[config.mk]
export PLATFORM = sky130hd
export DESIGN_NAME = fft_block_sequencer_flat
export DESIGN_NICKNAME = d
export VERILOG_FILES = /design/src/rtl/fft_block_sequencer_pkg.sv /design/src/rtl/fft_block_sequencer_if.sv /design/src/rtl/fft_block_sequencer_exit.sv /design/src/rtl/fft_block_sequencer.sv /design/src/flat_wrapper.sv
export SDC_FILE = /design/constraint.sdc
export NUM_CORES = 1
export LEC_CHECK = 0
export ABC_CLOCK_PERIOD_IN_PS = 2900
export CAP_MARGIN = 5
export CORE_AREA = 3 3 99 101
export DETAILED_ROUTE_END_ITERATION = 6
export DIE_AREA = 0 0 102 104
export PLACE_DENSITY_LB_ADDON = 0.12
export SYNTH_ARGS = -nofsm -noshare
export SYNTH_HDL_FRONTEND = slang
export SYNTH_SLANG_ARGS = --single-unit
export TNS_END_PERCENT = 30
[constraint.sdc]
create_clock -name clk_sys -period 2.9 [get_ports clk_sys]
set_clock_uncertainty 0.05 [all_clocks]
set_input_delay 0.725 -clock clk_sys [delete_from_list [all_inputs] [get_ports clk_sys]]
set_output_delay 0.725 -clock clk_sys [all_outputs]
set_load 0.01 [all_outputs]
[src/rtl/fft_block_sequencer_pkg.sv]
// Shared constants for the FFT front-end sequencer: sample widths, legal transform
// sizes, counter width and FSM state encoding.
package fft_block_sequencer_pkg;

   localparam int unsigned FFT_MAN_WIDTH = 16;
   localparam int unsigned FFT_EXP_WIDTH = 6;
   localparam int unsigned CNT_WIDTH     = 12;

   localparam logic [3:0] LDN_MIN = 4'd6;
   localparam logic [3:0] LDN_MAX = 4'd11;

   localparam logic [1:0] ST_IDLE   = 2'd0;
   localparam logic [1:0] ST_STREAM = 2'd1;
   localparam logic [1:0] ST_DRAIN  = 2'd2;

   function automatic logic ldn_legal(input logic [3:0] ldn);
      return (ldn >= LDN_MIN) && (ldn <= LDN_MAX);
   endfunction

   // N = 2^ldn; ldn <= 11 keeps N inside the 12-bit counters.
   function automatic logic [CNT_WIDTH-1:0] block_len(input logic [3:0] ldn);
      return CNT_WIDTH'(1) << ldn;
   endfunction

endpackage

[src/rtl/fft_block_sequencer_if.sv]
// Bundle of the sequencer's control, upstream stream, pipeline-entry and pipeline-exit
// signals. master = sequencer side, slave = surrounding environment.
interface fft_block_sequencer_if
   import fft_block_sequencer_pkg::*;
#(
   parameter int unsigned MAN_WIDTH = FFT_MAN_WIDTH,
   parameter int unsigned EXP_WIDTH = FFT_EXP_WIDTH
);
   logic                 start_i;
   logic                 stop_i;
   logic [3:0]           cfg_ldn_i;
   logic                 in_valid_i;
   logic                 in_ready_o;
   logic [MAN_WIDTH-1:0] in_real_i;
   logic [MAN_WIDTH-1:0] in_imag_i;
   logic                 block_sync_o;
   logic                 stage_sync_o;
   logic                 data_val_o;
   logic [MAN_WIDTH-1:0] data_real_o;
   logic [MAN_WIDTH-1:0] data_imag_o;
   logic [EXP_WIDTH-1:0] data_exp_o;
   logic [3:0]           ldn_rg_o;
   logic                 out_val_i;
   logic                 out_block_sync_i;
   logic                 block_done_o;
   logic                 busy_o;
   logic                 cfg_err_o;
   logic                 sync_err_o;

   modport master (
      input  start_i, stop_i, cfg_ldn_i, in_valid_i, in_real_i, in_imag_i,
             out_val_i, out_block_sync_i,
      output in_ready_o, block_sync_o, stage_sync_o, data_val_o, data_real_o, data_imag_o,
             data_exp_o, ldn_rg_o, block_done_o, busy_o, cfg_err_o, sync_err_o
   );

   modport slave (
      output start_i, stop_i, cfg_ldn_i, in_valid_i, in_real_i, in_imag_i,
             out_val_i, out_block_sync_i,
      input  in_ready_o, block_sync_o, stage_sync_o, data_val_o, data_real_o, data_imag_o,
             data_exp_o, ldn_rg_o, block_done_o, busy_o, cfg_err_o, sync_err_o
   );

endinterface

[src/rtl/fft_block_sequencer_exit.sv]
// Pipeline-exit monitor: counts exit samples per block, flags framing violations and
// emits a registered done pulse when the N-th sample of a block leaves the pipeline.
module fft_exit_monitor
   import fft_block_sequencer_pkg::*;
(
   input  logic                 clk_sys,
   input  logic                 rst_sys_n,
   input  logic                 i_out_val,
   input  logic                 i_out_block_sync,
   input  logic [CNT_WIDTH-1:0] i_block_len,
   output logic                 o_done,
   output logic                 o_err
);

   logic [CNT_WIDTH-1:0] r_out_cnt;
   logic [CNT_WIDTH-1:0] w_out_cnt_d;
   logic                 r_done;
   logic                 w_done_d;
   logic                 r_err;
   logic                 w_err_d;

   // Next exit count; an early sync restarts the block and is reported.
   always_comb begin
      w_out_cnt_d = r_out_cnt;
      w_done_d    = 1'b0;
      w_err_d     = 1'b0;
      if (i_out_val) begin
         if (i_out_block_sync) begin
            w_err_d     = (r_out_cnt != '0);
            w_out_cnt_d = CNT_WIDTH'(1);
         end else if (r_out_cnt != '0) begin
            w_out_cnt_d = r_out_cnt + CNT_WIDTH'(1);
         end else begin
            w_err_d = 1'b1;
         end
         if (w_out_cnt_d == i_block_len) begin
            w_done_d    = 1'b1;
            w_out_cnt_d = '0;
         end
      end
   end

   // Exit counter and registered pulses.
   always_ff @(posedge clk_sys or negedge rst_sys_n) begin
      if (!rst_sys_n) begin
         r_out_cnt <= '0;
         r_done    <= 1'b0;
         r_err     <= 1'b0;
      end else begin
         r_out_cnt <= w_out_cnt_d;
         r_done    <= w_done_d;
         r_err     <= w_err_d;
      end
   end

   assign o_done = r_done;
   assign o_err  = r_err;

endmodule

[src/rtl/fft_block_sequencer.sv]
// Front-end sequencer for the radix-4 FFT: frames upstream samples into 2^ldn blocks,
// bounds blocks in flight using the exit monitor's done pulses, and sequences start/stop.
module fft_block_sequencer
   import fft_block_sequencer_pkg::*;
#(
   parameter int unsigned MAN_WIDTH    = FFT_MAN_WIDTH,
   parameter int unsigned EXP_WIDTH    = FFT_EXP_WIDTH,
   parameter int unsigned MAX_INFLIGHT = 2
) (
   input logic                   clk_sys,
   input logic                   rst_sys_n,
   fft_block_sequencer_if.master bus
);

   logic [1:0]           r_state, w_state_d;
   logic [3:0]           r_ldn, w_ldn_d;
   logic [CNT_WIDTH-1:0] r_pos, w_pos_d;
   logic [1:0]           r_inflight, w_inflight_d;
   logic                 r_stop_pend, w_stop_pend_d;
   logic                 r_cfg_err, w_cfg_err_d;
   logic                 r_uflow_err, w_uflow_err_d;
   logic                 r_val, r_bsync;
   logic [MAN_WIDTH-1:0] r_real, r_imag;

   logic [CNT_WIDTH-1:0] w_n;
   logic                 w_last, w_ready, w_xfer, w_admit, w_mon_done, w_mon_err;

   assign w_n     = block_len(r_ldn);
   assign w_last  = (r_pos == w_n - CNT_WIDTH'(1));
   // A new block is only opened when there is room in flight and no stop is queued.
   assign w_ready = (r_state == ST_STREAM) &&
                    ((r_pos != '0) || ((r_inflight < 2'(MAX_INFLIGHT)) && !r_stop_pend));
   assign w_xfer  = bus.in_valid_i & w_ready;
   assign w_admit = w_xfer & (r_pos == '0);

   fft_exit_monitor u_exit (
      .clk_sys          (clk_sys),
      .rst_sys_n        (rst_sys_n),
      .i_out_val        (bus.out_val_i),
      .i_out_block_sync (bus.out_block_sync_i),
      .i_block_len      (w_n),
      .o_done           (w_mon_done),
      .o_err            (w_mon_err)
   );

   // FSM, position counter and stop sequencing.
   always_comb begin
      w_state_d     = r_state;
      w_ldn_d       = r_ldn;
      w_pos_d       = r_pos;
      w_stop_pend_d = r_stop_pend;
      w_cfg_err_d   = 1'b0;
      case (r_state)
         ST_IDLE: begin
            w_stop_pend_d = 1'b0;
            if (bus.start_i) begin
               if (ldn_legal(bus.cfg_ldn_i)) begin
                  w_ldn_d   = bus.cfg_ldn_i;
                  w_pos_d   = '0;
                  w_state_d = ST_STREAM;
               end else begin
                  w_cfg_err_d = 1'b1;
               end
            end
         end
         ST_STREAM: begin
            if (bus.stop_i) w_stop_pend_d = 1'b1;
            if (w_xfer) w_pos_d = w_last ? '0 : r_pos + CNT_WIDTH'(1);
            // Leave only on a block boundary: either idle at position 0 or just closed N-1.
            if (bus.stop_i || r_stop_pend) begin
               if (w_xfer ? w_last : (r_pos == '0)) w_state_d = ST_DRAIN;
            end
         end
         ST_DRAIN: begin
            if (r_inflight == '0) begin
               w_state_d     = ST_IDLE;
               w_stop_pend_d = 1'b0;
            end
         end
         default: w_state_d = ST_IDLE;
      endcase
   end

   // Blocks in flight: +1 on admit, -1 on exit done, saturating at 0 with an error.
   always_comb begin
      w_inflight_d  = r_inflight;
      w_uflow_err_d = 1'b0;
      case ({w_admit, w_mon_done})
         2'b10: w_inflight_d = r_inflight + 2'd1;
         2'b01: begin
            if (r_inflight == '0) w_uflow_err_d = 1'b1;
            else                  w_inflight_d  = r_inflight - 2'd1;
         end
         default: w_inflight_d = r_inflight;
      endcase
   end

   // State registers and the registered pipeline-entry outputs.
   always_ff @(posedge clk_sys or negedge rst_sys_n) begin
      if (!rst_sys_n) begin
         r_state     <= ST_IDLE;
         r_ldn       <= LDN_MIN;
         r_pos       <= '0;
         r_inflight  <= '0;
         r_stop_pend <= 1'b0;
         r_cfg_err   <= 1'b0;
         r_uflow_err <= 1'b0;
         r_val       <= 1'b0;
         r_bsync     <= 1'b0;
         r_real      <= '0;
         r_imag      <= '0;
      end else begin
         r_state     <= w_state_d;
         r_ldn       <= w_ldn_d;
         r_pos       <= w_pos_d;
         r_inflight  <= w_inflight_d;
         r_stop_pend <= w_stop_pend_d;
         r_cfg_err   <= w_cfg_err_d;
         r_uflow_err <= w_uflow_err_d;
         r_val       <= w_xfer;
         r_bsync     <= w_admit;
         r_real      <= w_xfer ? bus.in_real_i : '0;
         r_imag      <= w_xfer ? bus.in_imag_i : '0;
      end
   end

   assign bus.in_ready_o   = w_ready;
   assign bus.data_val_o   = r_val;
   assign bus.block_sync_o = r_bsync;
   assign bus.stage_sync_o = r_bsync;
   assign bus.data_real_o  = r_real;
   assign bus.data_imag_o  = r_imag;
   assign bus.data_exp_o   = {EXP_WIDTH{1'b0}};
   assign bus.ldn_rg_o     = r_ldn;
   assign bus.block_done_o = w_mon_done;
   assign bus.busy_o       = (r_state != ST_IDLE);
   assign bus.cfg_err_o    = r_cfg_err;
   assign bus.sync_err_o   = w_mon_err | r_uflow_err;

endmodule
[src/flat_wrapper.sv]
// flat-port wrapper written by rule: the top's interface ports become plain ports
module fft_block_sequencer_flat import fft_block_sequencer_pkg::*;
#(
   parameter int unsigned MAN_WIDTH    = FFT_MAN_WIDTH,
   parameter int unsigned EXP_WIDTH    = FFT_EXP_WIDTH,
   parameter int unsigned MAX_INFLIGHT = 2
)
  (clk_sys, rst_sys_n, bus_start_i, bus_stop_i, bus_cfg_ldn_i, bus_in_valid_i, bus_in_real_i, bus_in_imag_i, bus_out_val_i, bus_out_block_sync_i, bus_in_ready_o, bus_block_sync_o, bus_stage_sync_o, bus_data_val_o, bus_data_real_o, bus_data_imag_o, bus_data_exp_o, bus_ldn_rg_o, bus_block_done_o, bus_busy_o, bus_cfg_err_o, bus_sync_err_o);
  fft_block_sequencer_if #(.MAN_WIDTH(MAN_WIDTH), .EXP_WIDTH(EXP_WIDTH)) bus_i ();
  input logic clk_sys;
  input logic rst_sys_n;
  input wire logic [$bits(bus_i.start_i)-1:0] bus_start_i;
  input wire logic [$bits(bus_i.stop_i)-1:0] bus_stop_i;
  input wire logic [$bits(bus_i.cfg_ldn_i)-1:0] bus_cfg_ldn_i;
  input wire logic [$bits(bus_i.in_valid_i)-1:0] bus_in_valid_i;
  input wire logic [$bits(bus_i.in_real_i)-1:0] bus_in_real_i;
  input wire logic [$bits(bus_i.in_imag_i)-1:0] bus_in_imag_i;
  input wire logic [$bits(bus_i.out_val_i)-1:0] bus_out_val_i;
  input wire logic [$bits(bus_i.out_block_sync_i)-1:0] bus_out_block_sync_i;
  output wire logic [$bits(bus_i.in_ready_o)-1:0] bus_in_ready_o;
  output wire logic [$bits(bus_i.block_sync_o)-1:0] bus_block_sync_o;
  output wire logic [$bits(bus_i.stage_sync_o)-1:0] bus_stage_sync_o;
  output wire logic [$bits(bus_i.data_val_o)-1:0] bus_data_val_o;
  output wire logic [$bits(bus_i.data_real_o)-1:0] bus_data_real_o;
  output wire logic [$bits(bus_i.data_imag_o)-1:0] bus_data_imag_o;
  output wire logic [$bits(bus_i.data_exp_o)-1:0] bus_data_exp_o;
  output wire logic [$bits(bus_i.ldn_rg_o)-1:0] bus_ldn_rg_o;
  output wire logic [$bits(bus_i.block_done_o)-1:0] bus_block_done_o;
  output wire logic [$bits(bus_i.busy_o)-1:0] bus_busy_o;
  output wire logic [$bits(bus_i.cfg_err_o)-1:0] bus_cfg_err_o;
  output wire logic [$bits(bus_i.sync_err_o)-1:0] bus_sync_err_o;
  assign bus_i.start_i = bus_start_i;
  assign bus_i.stop_i = bus_stop_i;
  assign bus_i.cfg_ldn_i = bus_cfg_ldn_i;
  assign bus_i.in_valid_i = bus_in_valid_i;
  assign bus_i.in_real_i = bus_in_real_i;
  assign bus_i.in_imag_i = bus_in_imag_i;
  assign bus_i.out_val_i = bus_out_val_i;
  assign bus_i.out_block_sync_i = bus_out_block_sync_i;
  assign bus_in_ready_o = bus_i.in_ready_o;
  assign bus_block_sync_o = bus_i.block_sync_o;
  assign bus_stage_sync_o = bus_i.stage_sync_o;
  assign bus_data_val_o = bus_i.data_val_o;
  assign bus_data_real_o = bus_i.data_real_o;
  assign bus_data_imag_o = bus_i.data_imag_o;
  assign bus_data_exp_o = bus_i.data_exp_o;
  assign bus_ldn_rg_o = bus_i.ldn_rg_o;
  assign bus_block_done_o = bus_i.block_done_o;
  assign bus_busy_o = bus_i.busy_o;
  assign bus_cfg_err_o = bus_i.cfg_err_o;
  assign bus_sync_err_o = bus_i.sync_err_o;
  fft_block_sequencer #(.MAN_WIDTH(MAN_WIDTH), .EXP_WIDTH(EXP_WIDTH), .MAX_INFLIGHT(MAX_INFLIGHT)) u_core (.clk_sys(clk_sys), .rst_sys_n(rst_sys_n), .bus(bus_i));
endmodule
==> results.yml <==
worst_setup_path:
  timing.rr.end: "u_core.u_exit.r_out_cnt[1]$_DFFE_PN0P_"
  crit_path_top_delay_cell: "dfrtp_1"
  start_kind: "flip-flop"
  reg2reg_slack_ns: 0.19
  crit_chain: "ha_1 > and4_1 > or3b_1 > xor2_1 > a32oi_1 > o2111ai_2 > nor3_2 > o211a_4 > nor3b_1 > a22o_1"
  worstReg2RegStart: "u_core.u_exit.r_out_cnt[1]$_DFFE_PN0P_"
  cpPeakStageDelay_ns: 0.46
  crit_type: "flip-flop to flip-flop"
  rr_worst_depth: 10
  worst_ep_required_time_ns: 3.08
  setup.worst_path.end_class: "flip-flop"
  cp.arrival_ns: 2.89
  crit_path_max_fanout: 7
status:
  status: "finished clean"
final_layout:
  stdcell_area_sq_mm: 0.00539
  nNetsFinal: 588
  area_growth_pct: 31.5
  final_util_pct: 59.2
  num_antenna_cells: 0
  drive_gt1_share_pct: 13.6
  final_cells: 656
synthesis:
  synth_area_sq_mm: 0.00410
  synth_top_area_share_pct: 42.1
  synthCells: 450
  synthArstFlopShare_pct: 100
  syn_area_per_cell_sq_um: 9.11
  synth.yosys.seq_area_share_pct: 43.4
  synth_top_area_cell: "dfrtp_1"
  netlist_top_cells_area: "dfrtp_1 (42%), and3_1 (5.5%), a21oi_1 (3.4%)"
  ys_types: 64
  ys.flop_type: "dfrtp_1"
  synth-seq-cells: 71
  yosys_warnings: 0
  synth_edf_count: 0
floorplanning:
  die_x_microns: 102
  die_area_sq_mm: 0.0106
  ios: 93
  core_sq_mm: 0.00911
  initial_core_util_pct: 45.0
  row_count: 35
  die_h_microns: 104
global_routing:
  grt_pass1_wl_microns: 17700
  grt_max_degree: 72
  antenna_found_initial: 0
  grt_usage_pct: 20.5
  gr-total-overflow: 0
  grt_pass1_vias: 3650
detailed_routing:
  drcViolationCount: 0
  ant_nets: 0
  wire_per_inst_microns: 15.6
  num_vias: 3639
  drt_wl_total_microns: 10300
  drt-initial-drc-count: 180
  drtPass1Iterations: 4
  avgViaCountPerCell: 5.55
timing:
  finalSetupViolCount: 0
  layout_setup_ws_ns: 0.189
  rsz0062_at_grt: "true"
  fin_crit_sh_pct: 93.5
  timing.fmax_ghz: 0.369
  hold_viol_final: 0
  slew_viol_final: 0
  fin_crit_ns: 2.71
  tns_ns: 0
  hold-worst-slack_ns: 0.325
placement:
  pre_cts_slack_ns: -0.00863
  io_buffer_count: 86
  dpl_cell_area_sq_mm: 0.00513
  dpl.hpwl_microns: 7470
  gp_congestion: 0.856
  post-place-cells: 639
pwr:
  power.leakage_nw: 2.44
  power_density_mw_per_mm2: 753
  p_total_mw: 4.06
  ir_worst_vdd_mv: 0.468
job:
  maxCapViolations: 0
clocking:
  cts.clk_slew.worst_paths_ns: 0.08
  htreeDepth: 3
  cts_tree: "built"
  cts_buffers: 9
  cts.sinks: 71
  clockBufferDepth: 2
  ctsHoldBuffers: 0
  insertion_delay_ns: 0.34
  root_buffer: "clkbuf_8"
worst_hold_path:
  min_path_type: "primary input to asynchronous set/reset pin"
-- report_power, final --
| part | total [mW] | leakage [nW] | internal [mW] | switching, mW |
|---|---|---|---|---|
| sequential | 1.32 | 0.962 | 1.15 | 0.173 |
| clock | 0.876 | 0.110 | 0.486 | 0.390 |
| combinational | 1.86 | 1.37 | 0.876 | 0.983 |
-- state kept, by name (all words and copies together), names as in the netlist --
name / flops
u_core.bus.data_imag_o: 16
u_core.bus.data_real_o: 16
u_core.r_pos: 12
u_core.u_exit.r_out_cnt: 12
u_core.bus.ldn_rg_o: 4
u_core.r_inflight: 2
u_core.r_state: 2
u_core.bus.block_sync_o: 1
u_core.bus.cfg_err_o: 1
u_core.bus.data_val_o: 1
u_core.r_stop_pend: 1
u_core.r_uflow_err: 1
u_core.u_exit.o_done: 1
u_core.u_exit.o_err: 1
-- cell usage after synthesis (7+ instances only) --
library cell and number:
xnor2_1 9, nor2_1 32, o21ai_0 22, nand3_1 16
xor2_1 9, dfrtp_1 69, a31oi_1 13, and3_1 36
nand2_1 33, a21oi_1 28, nor3_1 9, buf_2 12
mux2i_1 10, buf_4 8, nand2b_1 8, clkbuf_1 17
inv_1 20, o22ai_1 7
-- cells by family (layout without fill, tap and decap cells) --
kind of cell | count (synthesis) | after routing | synth area share [%]
adder cells (fa/ha/maj) | 5 | 5 | 1.53
flip-flops | 71 | 71 | 43.4
AO/OA/AOI/OAI | 101 | 101 | 16.0
buffers and inverters | 60 | 150 | 6.99
multiplexers | 15 | 15 | 3.82
other | 1 | 6 | 0.0915
AND/OR/NAND/NOR | 179 | 179 | 24.3
XOR/XNOR | 18 | 18 | 3.85
-- metal layers --
metal | global-route usage, % | vias to the layer above | routed length, microns
li1 | - | 1775 | -
met1 | 27.9 | 1741 | 4550
met2 | 30.5 | 113 | 4690
met3 | 8.45 | 10 | 902
met4 | 4.78 | 0 | 110
met5 | 0 | - | 0
-- critical path, delay by kind of cell, from the launching register on --
| family | cells | cell delay (ns) |
|---|---|---|
| xor+xnor | 1 | 0.17 |
| simple gates | 4 | 0.94 |
| compound gates | 4 | 0.78 |
| flops | 1 | 0.46 |
| fa+ha+maj | 1 | 0.20 |
-- worst max path at each step --
stage,end,startpoint,slack (ns)
2_1_floorplan,u_core.r_pos[10]$_DFFE_PN0P_,u_core.bus.ldn_rg_o[3]$_DFFE_PN0P_,0.04
3_3_place_gp,u_core.u_exit.r_out_cnt[1]$_DFFE_PN0P_,bus_out_block_sync_i,0.02
3_5_place_dp,u_core.u_exit.r_out_cnt[2]$_DFFE_PN0P_,bus_out_block_sync_i,-0.009
4_1_cts,u_core.r_pos[10]$_DFFE_PN0P_,u_core.bus.ldn_rg_o[3]$_DFFE_PN0P_,0.06
5_1_grt,u_core.r_pos[9]$_DFFE_PN0P_,u_core.bus.ldn_rg_o[2]$_DFFE_PN1P_,-0.02
6_report,u_core.u_exit.r_out_cnt[1]$_DFFE_PN0P_,u_core.u_exit.r_out_cnt[1]$_DFFE_PN0P_,0.19
-- final cells by class --
cell class	count	area (sq um)
Clock buffer	9	124
Tap cell	111	139
Sequential cell	71	1780
Fill cell	821	3720
Multi-Input combinational cell	324	2090
Inverter	20	75.1
Clock inverter	7	95.1
Timing Repair Buffer	114	1090
-- layout by cell type (no fill, tap or decap), types with 3 or more instances in the layout --
| master | n |
|---|---|
| o22ai_1 | 7 |
| buf_4 | 26 |
| nand2b_1 | 8 |
| a21oi_1 | 27 |
| nor2_1 | 32 |
| nand4_1 | 5 |
| mux2i_1 | 10 |
| o21ai_1 | 3 |
| xor2_1 | 9 |
| nor4b_1 | 3 |
| nor3_2 | 3 |
| o21ai_0 | 21 |
| nor4_1 | 5 |
| ha_1 | 5 |
| conb_1 | 6 |
| a211oi_2 | 3 |
| nor3_1 | 9 |
| dfrtp_1 | 68 |
| clkbuf_8 | 9 |
| a31oi_1 | 13 |
| and3_1 | 36 |
| inv_1 | 20 |
| o31ai_1 | 3 |
| nand2_1 | 33 |
| xnor2_1 | 9 |
| nand3_1 | 16 |
| mux2_2 | 4 |
| nor2b_1 | 4 |
| clkdlybuf4s50_1 | 84 |
-- repair_timing --
item | 4_1_cts | 5_1_grt
buffers inserted | 1 | 0
endpoints found under the setup margin | 1 | 26
gates resized for setup | 1 | 9
pin swaps | 1 | 3
cloned | 0 | 0
Power figures use the tool's default switching activity.
